File: config.mk
export PLATFORM = sky130hd
export DESIGN_NAME = abc_ext_n
export DESIGN_NICKNAME = d
export VERILOG_FILES = /design/src/rtl/abc_pkg.sv /design/src/rtl/abc_ext_tree.sv /design/src/rtl/abc_ext_n.sv
export SDC_FILE = /design/constraint.sdc
export NUM_CORES = 1
export LEC_CHECK = 0
export CAP_MARGIN = 20
export CORE_MARGIN = 2
export CORE_UTILIZATION = 45
export DETAILED_ROUTE_END_ITERATION = 8
export PLACE_DENSITY = 0.75
export SETUP_SLACK_MARGIN = 0.15
export SLEW_MARGIN = 5
export SYNTH_ARGS = -nofsm -noshare
export SYNTH_HDL_FRONTEND = slang
export SYNTH_SLANG_ARGS = --single-unit
File: constraint.sdc
create_clock -name clock -period 7.7 [get_ports clock]
set_input_delay 1.54 -clock clock [delete_from_list [all_inputs] [get_ports clock]]
set_output_delay 1.54 -clock clock [all_outputs]
set_load 0.01 [all_outputs]
File: src/rtl/abc_pkg.sv
// abc_pkg: shared FSM states, mode constants and index-width helper for abc_ext_n
package abc_pkg;
    typedef enum logic [1:0] {
        S_START = 2'd0,
        S_CONV  = 2'd1,
        S_OUT   = 2'd2,
        S_ACK   = 2'd3
    } state_t;

    localparam logic MODE_MIN = 1'b0;
    localparam logic MODE_MAX = 1'b1;

    function automatic int idx_w(input int n);
        return (n > 1) ? $clog2(n) : 1;
    endfunction
endpackage

File: src/rtl/abc_ext_tree.sv
// abc_ext_tree: combinational min/max select over the masked channels of x
// Ports: x (N*W samples), mask (latched channel enables), mode (MODE_MIN/MODE_MAX),
//        ext (extremum, or the empty-mask sentinel), idx (winner, only with ABC_INDEX_EN)
module abc_ext_tree
    import abc_pkg::*;
#(
    parameter int N = 3,
    parameter int W = 8
) (
    input  logic [N*W-1:0]        x,
    input  logic [N-1:0]          mask,
    input  logic                  mode,
    output logic [W-1:0]          ext
`ifdef ABC_INDEX_EN
    ,
    output logic [idx_w(N)-1:0]   idx
`endif
);
    localparam int IW = idx_w(N);

    logic [W-1:0] best;
    logic [W-1:0] xi;
    logic [W:0]   diff;
    logic         have;
    logic         better;
`ifdef ABC_INDEX_EN
    logic [IW-1:0] best_i;
`endif

    // The sentinel doubles as the empty-mask result; "have" stops it from
    // beating a real sample equal to it, so ties always go to the lowest index.
    always_comb begin
        best   = (mode == MODE_MIN) ? '1 : '0;
        have   = 1'b0;
        xi     = '0;
        diff   = '0;
        better = 1'b0;
`ifdef ABC_INDEX_EN
        best_i = '0;
`endif
        for (int i = 0; i < N; i++) begin
            xi     = x[i*W +: W];
            // borrow out of a-b (diff[W]) is set exactly when a < b
            diff   = (mode == MODE_MIN) ? {1'b0, xi} - {1'b0, best} : {1'b0, best} - {1'b0, xi};
            better = mask[i] && (!have || diff[W]);
            best   = better ? xi : best;
`ifdef ABC_INDEX_EN
            best_i = better ? IW'(i) : best_i;
`endif
            have   = have | mask[i];
        end
    end

    assign ext = best;
`ifdef ABC_INDEX_EN
    assign idx = best_i;
`endif
endmodule

File: src/rtl/abc_ext_n.sv
// abc_ext_n: N-channel acquisition controller registering the min/max of masked samples
// Ports: clock, reset (async, active-high), eoc[N], x[N*W], mask[N], mode, rfd (in);
//        soc, dav_ (active-low), res[W], idx (only with ABC_INDEX_EN) (out)
// Build option: define ABC_INDEX_EN to add the winning-channel index output.
module abc_ext_n
    import abc_pkg::*;
#(
    parameter int N = 3,
    parameter int W = 8
) (
    input  logic                  clock,
    input  logic                  reset,
    input  logic [N-1:0]          eoc,
    input  logic [N*W-1:0]        x,
    input  logic [N-1:0]          mask,
    input  logic                  mode,
    input  logic                  rfd,
    output logic                  soc,
    output logic                  dav_,
    output logic [W-1:0]          res
`ifdef ABC_INDEX_EN
    ,
    output logic [idx_w(N)-1:0]   idx
`endif
);
    localparam int IW = idx_w(N);

    state_t        state_q, state_d;
    logic          soc_q, soc_d;
    logic          dav_q, dav_d;
    logic [W-1:0]  res_q, res_d;
    logic [N-1:0]  mask_q, mask_d;
    logic          mode_q, mode_d;
    logic [W-1:0]  ext;
`ifdef ABC_INDEX_EN
    logic [IW-1:0] idx_q, idx_d;
    logic [IW-1:0] ext_idx;
`endif

    abc_ext_tree #(.N(N), .W(W)) u_tree (
        .x    (x),
        .mask (mask_q),
        .mode (mode_q),
        .ext  (ext)
`ifdef ABC_INDEX_EN
        ,
        .idx  (ext_idx)
`endif
    );

    // The tree sees live x but latched mask/mode, so only the S_CONV exit
    // edge decides which samples land in res.
    always_comb begin
        state_d = state_q;
        soc_d   = soc_q;
        dav_d   = dav_q;
        res_d   = res_q;
        mask_d  = mask_q;
        mode_d  = mode_q;
`ifdef ABC_INDEX_EN
        idx_d   = idx_q;
`endif
        case (state_q)
            S_START: begin
                soc_d = 1'b1;
                if (eoc == '0) begin
                    state_d = S_CONV;
                    mask_d  = mask;
                    mode_d  = mode;
                end
            end
            S_CONV: begin
                soc_d = 1'b0;
                if (&eoc) begin
                    state_d = S_OUT;
                    res_d   = ext;
`ifdef ABC_INDEX_EN
                    idx_d   = ext_idx;
`endif
                    dav_d   = 1'b0;
                end
            end
            S_OUT: begin
                if (!rfd) begin
                    state_d = S_ACK;
                    dav_d   = 1'b1;
                end
            end
            S_ACK: state_d = rfd ? S_START : S_ACK;
            default: state_d = S_START;
        endcase
    end

    always_ff @(posedge clock or posedge reset) begin
        if (reset) begin
            state_q <= S_START;
            soc_q   <= 1'b0;
            dav_q   <= 1'b1;
            res_q   <= '0;
            mask_q  <= '0;
            mode_q  <= MODE_MIN;
`ifdef ABC_INDEX_EN
            idx_q   <= '0;
`endif
        end else begin
            state_q <= state_d;
            soc_q   <= soc_d;
            dav_q   <= dav_d;
            res_q   <= res_d;
            mask_q  <= mask_d;
            mode_q  <= mode_d;
`ifdef ABC_INDEX_EN
            idx_q   <= idx_d;
`endif
        end
    end

    assign soc  = soc_q;
    assign dav_ = dav_q;
    assign res  = res_q;
`ifdef ABC_INDEX_EN
    assign idx  = idx_q;
`endif
endmodule
After elaboration in Yosys (flattened, before gate mapping)
Cells that the tools add are included.
{ "classes": {"bitwise": 1, "eq_ne": 6, "add_sub_neg": 4, "n_reduce_logical": 15, "n_mux": 15} }
{ "ops": {"columns": ["operator", "count"], "rows": [
  ["subtractor 8 x 8 -> 9 bit", 4],
  ["2-to-1 mux 8 bit", 4],
  ["2-to-1 mux 9 bit", 2],
  ["AND reduction 3 bit", 3],
  ["2-to-1 mux 2 bit", 4],
  ["one-hot mux 2 bit (4 select lines)", 1],
  ["!= test 2 bit, second input constant", 3],
  ["== test 2 bit, second input constant", 2],
  ["one-hot mux 1 bit (2 select lines)", 2],
  ["AND reduction 4 bit", 1],
  ["nonzero test 2 bit", 2],
  ["zero test 3 bit", 1],
  ["== test 2 x 1 -> 1 bit, second input constant", 1],
  ["logical AND 1 bit", 2],
  ["zero test 1 bit", 2],
  ["zero test 2 bit", 1],
  ["logical OR 1 bit", 2],
  ["2-to-1 mux 1 bit", 2],
  ["AND reduction 2 bit", 1],
  ["bitwise OR 1 bit", 1]
]} }
{ "word_totals": {"ff_bits": 16} }

Depth between registers and ports, before layout
{ "logic_depth": {"ltp_word": 12, "mapped_depth": 22} }

Modules after synthesis
From an unflattened synthesis, not the netlist that was laid out.
{ "hier_totals": {"cells_unflattened": 196, "area_unflattened_um2": 1760.4} }
{ "modules_own_cells": {"columns": ["module", "seq_area_each_um2", "cells_per_inst", "area_each_um2", "n_inst"], "rows": [
  ["abc_ext_tree", 0.0, 151, 1107.3, 1],
  ["abc_ext_n", 401.6, 45, 653.1, 1]
]} }

Worst setup path before layout
OpenSTA, ideal clock, no wires.
{ "synth_timing": {"path_type": "input-to-reg", "startpoint": "input x[7]", "endpoint": "register res_q[0] (netlist: res[0])", "setup_slack_ps": 2766, "setup_ps": 126, "t_arrival_ps": 4808, "cell_stages": 17, "required_ps": 7574, "path_cell_list": "inv_1 a21oi_1 ha_1 a2111oi_0 o21ai_1 o311ai_2 buf_2 nor2_1 a21oi_1 ha_1 a21oi_1 o22ai_1 nor3_1 a22o_1 a31oi_2 and3_1 a311o_1"} }
{ "synth_between": {"elab_chain_cells": 11} }
{ "synth_rtl": {"columns": ["element", "line_no", "text"], "rows": [
  ["from (decl)", "abc_ext_n.sv:14", "input logic [N*W-1:0] x,"],
  ["2-to-1 mux 8 bit (*)", "abc_ext_tree.sv:46", "best = better ? xi : best;"],
  ["subtractor 8 x 8 -> 9 bit", "abc_ext_tree.sv:44", "diff = (mode == MODE_MIN) ? {1'b0, xi} - {1'b0, best} : {1'b0, best} - {1'b0, xi};"],
  ["2-to-1 mux 9 bit", "abc_ext_tree.sv:44", null],
  ["logical OR 1 bit", "abc_ext_tree.sv:45", "better = mask[i] && (!have || diff[W]);"],
  ["logical AND 1 bit", "abc_ext_tree.sv:45", null],
  ["2-to-1 mux 8 bit (*)", "abc_ext_tree.sv:46", null],
  ["subtractor 8 x 8 -> 9 bit", "abc_ext_tree.sv:44", null],
  ["2-to-1 mux 9 bit", "abc_ext_tree.sv:44", null],
  ["logical OR 1 bit", "abc_ext_tree.sv:45", null],
  ["logical AND 1 bit", "abc_ext_tree.sv:45", null],
  ["2-to-1 mux 8 bit (*)", "abc_ext_tree.sv:46", null],
  ["to (signal assigned)", "abc_ext_n.sv:109", "res_q <= res_d;"],
  ["to (decl)", "abc_ext_n.sv:31", "logic [W-1:0] res_q, res_d;"]
]} }
Every way passes the cells marked *; elsewhere a longest branch is shown, timed or not.
A chain may end at the register's enable or synchronous reset.

Worst setup path after layout
Ends and elaborated chain as after synthesis.

==> flow_metrics.py <==
metrics = {
    "drt": {
        "drtIter0Drc": 100,
        "drcViolationCount": 0,
        "drtAntennaViolNets": 0,
        "detail_route.first_pass.iterations": 5,
        "via_per_inst": 5.44,
        "vias": 1644,
        "drt_wl_total_um": 4090,
        "post_drt_wl_per_cell_um": 13.6,
    },
    "synth": {
        "ys_seq_area_share_pct": 23.6,
        "postSynthRegisterBits": 16,
        "synth_top_area_share_pct": 22.0,
        "syn-cell-area_um2": 1710,
        "postSynthAreaPerCell_um2": 7.97,
        "yosys.area_share.adder_pct": 17.6,
        "synth.top_cells.by_area": "dfrtp_1 (22%), ha_1 (18%), inv_1 (7.0%)",
        "ys_types": 47,
        "synth_area_leader_cell": "dfrtp_1",
        "syn-num-nets": 272,
        "synth_top_family_by_area": "compound AO/OA/AOI/OAI gates",
        "synth-simple-area-share_pct": 15.7,
        "synthXorXnorAreaFrac_pct": 0,
        "yosysWarnings": 0,
        "muxShareOfSynthArea_pct": 3.82,
        "synth_compound_area_share_pct": 29.9,
        "syn_inst": 214,
    },
    "clocking": {
        "postCtsSetupRepairBufs": 0,
        "clk_pin_slew_ns": 0.06,
        "h-tree-depth": 1,
        "clock_path_buffers": 2,
        "cts.sinks": 16,
        "clockRootBuffer": "clkbuf_8",
        "insertion_delay_ns": 0.25,
        "numCtsBuffers": 3,
        "cts_tree": "done",
        "hold_buffers": 0,
        "cts_resized": 0,
    },
    "place": {
        "io_buffers": 43,
        "dp_hpwl_um": 3210,
        "pre_cts_ws_ns": 1.35,
        "place_congestion": 0.930,
    },
    "power": {
        "switching_power_w": 0.000431,
        "p_clk_share_pct": 8.5,
        "p_total_w": 0.000877,
        "pwr-share-seq_pct": 19.6,
        "switching_share_pct": 49.1,
        "power_frac_comb_pct": 72.0,
        "power_density_nw_per_um2": 397,
        "ir_drop_mv": 0.178,
        "p_int_w": 0.000446,
        "p_leak_nw": 1.03,
    },
    "layout": {
        "layout-drive-gt1-share_pct": 6.30,
        "antennaDiodeCount": 0,
        "fin_nets": 313,
        "area_growth_syn_to_layout_pct": 29.6,
    },
    "floorplanning": {
        "dieArea_um2": 4300,
        "core-area_um2": 3660,
        "start_util_pct": 46.6,
        "fp.dieW_um": 65.6,
        "dieHeight_um": 65.6,
        "io-pin-count": 44,
        "row_count": 22,
    },
    "critical_path": {
        "critPathCaptureType": "flop",
        "worstPathMaxFanout": 16,
        "arrival_ns": 6.27,
        "crit_path_start_kind": "primary input",
        "cp_data_required_time_ns": 7.84,
        "worstSetupPathType": "primary input to flop",
    },
    "sta": {
        "timing.fmax_ghz": 0.163,
        "hold_viol": 0,
        "finalSetupViolations": 0,
        "finalMaxSlewViolations": 0,
        "max_slew_margin_pct": 39.2,
        "min_period_ns": 6.13,
        "fin_crit_sh_pct": 79.6,
        "worst_pin_slew_ns": 0.900,
        "layout_setup_ws_ns": 1.57,
        "finalSetupTns_ns": 0,
        "worst_clock_skew_ns": 0.00185,
        "rsz0062_at_grt": "no",
    },
    "grt": {
        "grt_use_total_pct": 20.2,
        "grt_pass1_wl_um": 6840,
        "grt_overflow": 0,
        "grt_pass1_vias": 1577,
        "antenna_found_initial": 0,
        "grt_max_degree": 17,
    },
    "run": {
        "drv_cap": 0,
    },
    "min_path": {
        "holdCritPathClass": "flop to flop",
    },
    "outcome": {
        "status": "complete, no violations",
    },
}
## synthesized netlist by cell type, drive strengths merged
cell type,count
a2111oi,2
a211oi,3
a21boi,1
a21o,6
a21oi,22
a22o,1
a311o,1
a311oi,1
a31o,2
a31oi,6
a41oi,3
and2,1
and3,3
buf,5
clkbuf,2
dfrtp,15
dfstp,1
ha,24
inv,32
mux2,4
mux2i,2
nand2,24
nand3,4
nand4,2
nor2,20
nor2b,1
nor3,2
nor3b,1
nor4b,1
o2111a,1
o211ai,4
o21a,1
o21ai,8
o21bai,1
o221ai,1
o22ai,2
o311a,1
o311ai,1
or2,1
or3,1
## worst paths after layout
kind | from | slack [ns] | cells after the start | endpoint
max | x[7] | 1.57 | 16 | res[0]
min | soc | 0.51 | 2 | soc
max reg2reg | mask_q[0] | 2.55 | 16 | res[0]
min reg2reg | soc | 0.51 | 2 | soc
max in group asynchronous | reset | 5.66 | 2 | res[6]
min in group asynchronous | reset | 1.65 | 2 | state_q[0]
## cell usage in the layout, fill, tap and decap left out, types with 2 or more instances in the layout
cell type	Yosys	final
clkdlybuf4s50_1	0	43
inv_1	32	32
nand2_1	24	24
ha_1	24	24
a21oi_1	21	21
nor2_1	20	20
dfrtp_1	15	15
a21o_1	6	6
o21ai_1	5	5
a31oi_1	5	5
nand3_1	4	4
mux2_2	4	4
o211ai_1	4	4
clkbuf_8	0	4
and3_1	3	3
a211oi_1	3	3
o21ai_0	3	3
nand4_1	2	2
a41oi_1	2	2
o22ai_1	2	2
nor3_1	2	2
mux2i_1	2	2
a31o_1	2	2
## power groups by stage
stage	Clock (W)	Combinational [W]	Sequential, W
final	0.0000741	0.000631	0.000172
after global routing	0.0000810	0.000710	0.000179
after CTS	0.0000771	0.000630	0.000172
after detailed placement	0	0.000623	0.000173
after global placement	0	0.000611	0.000173
after floorplan	0	0.000475	0.000165
## final cells by class
type	instances	area, um2
Clock buffer	4	55.1
Inverter	32	120
Timing Repair Buffer	43	430
Sequential cell	16	402
Fill cell	351	1450
Tap cell	48	60.1
Multi-Input combinational cell	159	1140
## flip-flops by register name (all words and copies together) (netlist names)
name / flops
res: 8
mask_q: 3
state_q: 2
dav_: 1
mode_q: 1
soc: 1
## through the flow
step	hold slack (ns)	cells	cell area [um2]	util [%]
global placement	0.476	298	2150	58.9
global route	0.546	302	2210	60.4
CTS	0.508	302	2210	60.4
finish	0.506	302	2210	60.4
floorplan	0.518	214	1710	-
detailed placement	0.482	298	2150	58.9
## cells by family after synthesis
logic type                 Yosys count
AOI/OAI and AO/OA                   68
and+or+nand+nor                     61
buffers and inverters               39
adders and majority gates           24
DFF                                 16
muxes                                6
## routing by layer
| metal | wire length [um] | global-route usage, % | up-vias | share of wire [%] |
|---|---|---|---|---|
| met5 | 0 | 0 | - | 0 |
| met4 | 39 | 7.03 | 0 | 0.95 |
| met3 | 240 | 3.60 | 5 | 5.9 |
| met2 | 1860 | 31.8 | 51 | 45 |
| met1 | 1960 | 27.7 | 745 | 48 |
| li1 | - | - | 843 | - |
## critical path, cell delays in order
cell	delay (ns)
clkdlybuf4s50_1	0.45
inv_1	0.03
a21oi_1	0.17
ha_1	0.28
a2111oi_0	0.43
o21ai_1	0.21
o311ai_2	0.75
a21oi_1	0.23
ha_1	0.38
a21oi_1	0.08
o211ai_1	0.23
o22ai_1	0.13
a22o_1	0.25
a31oi_2	0.61
nand2_1	0.11
a311o_1	0.37
(Power assumes the default switching activity.)
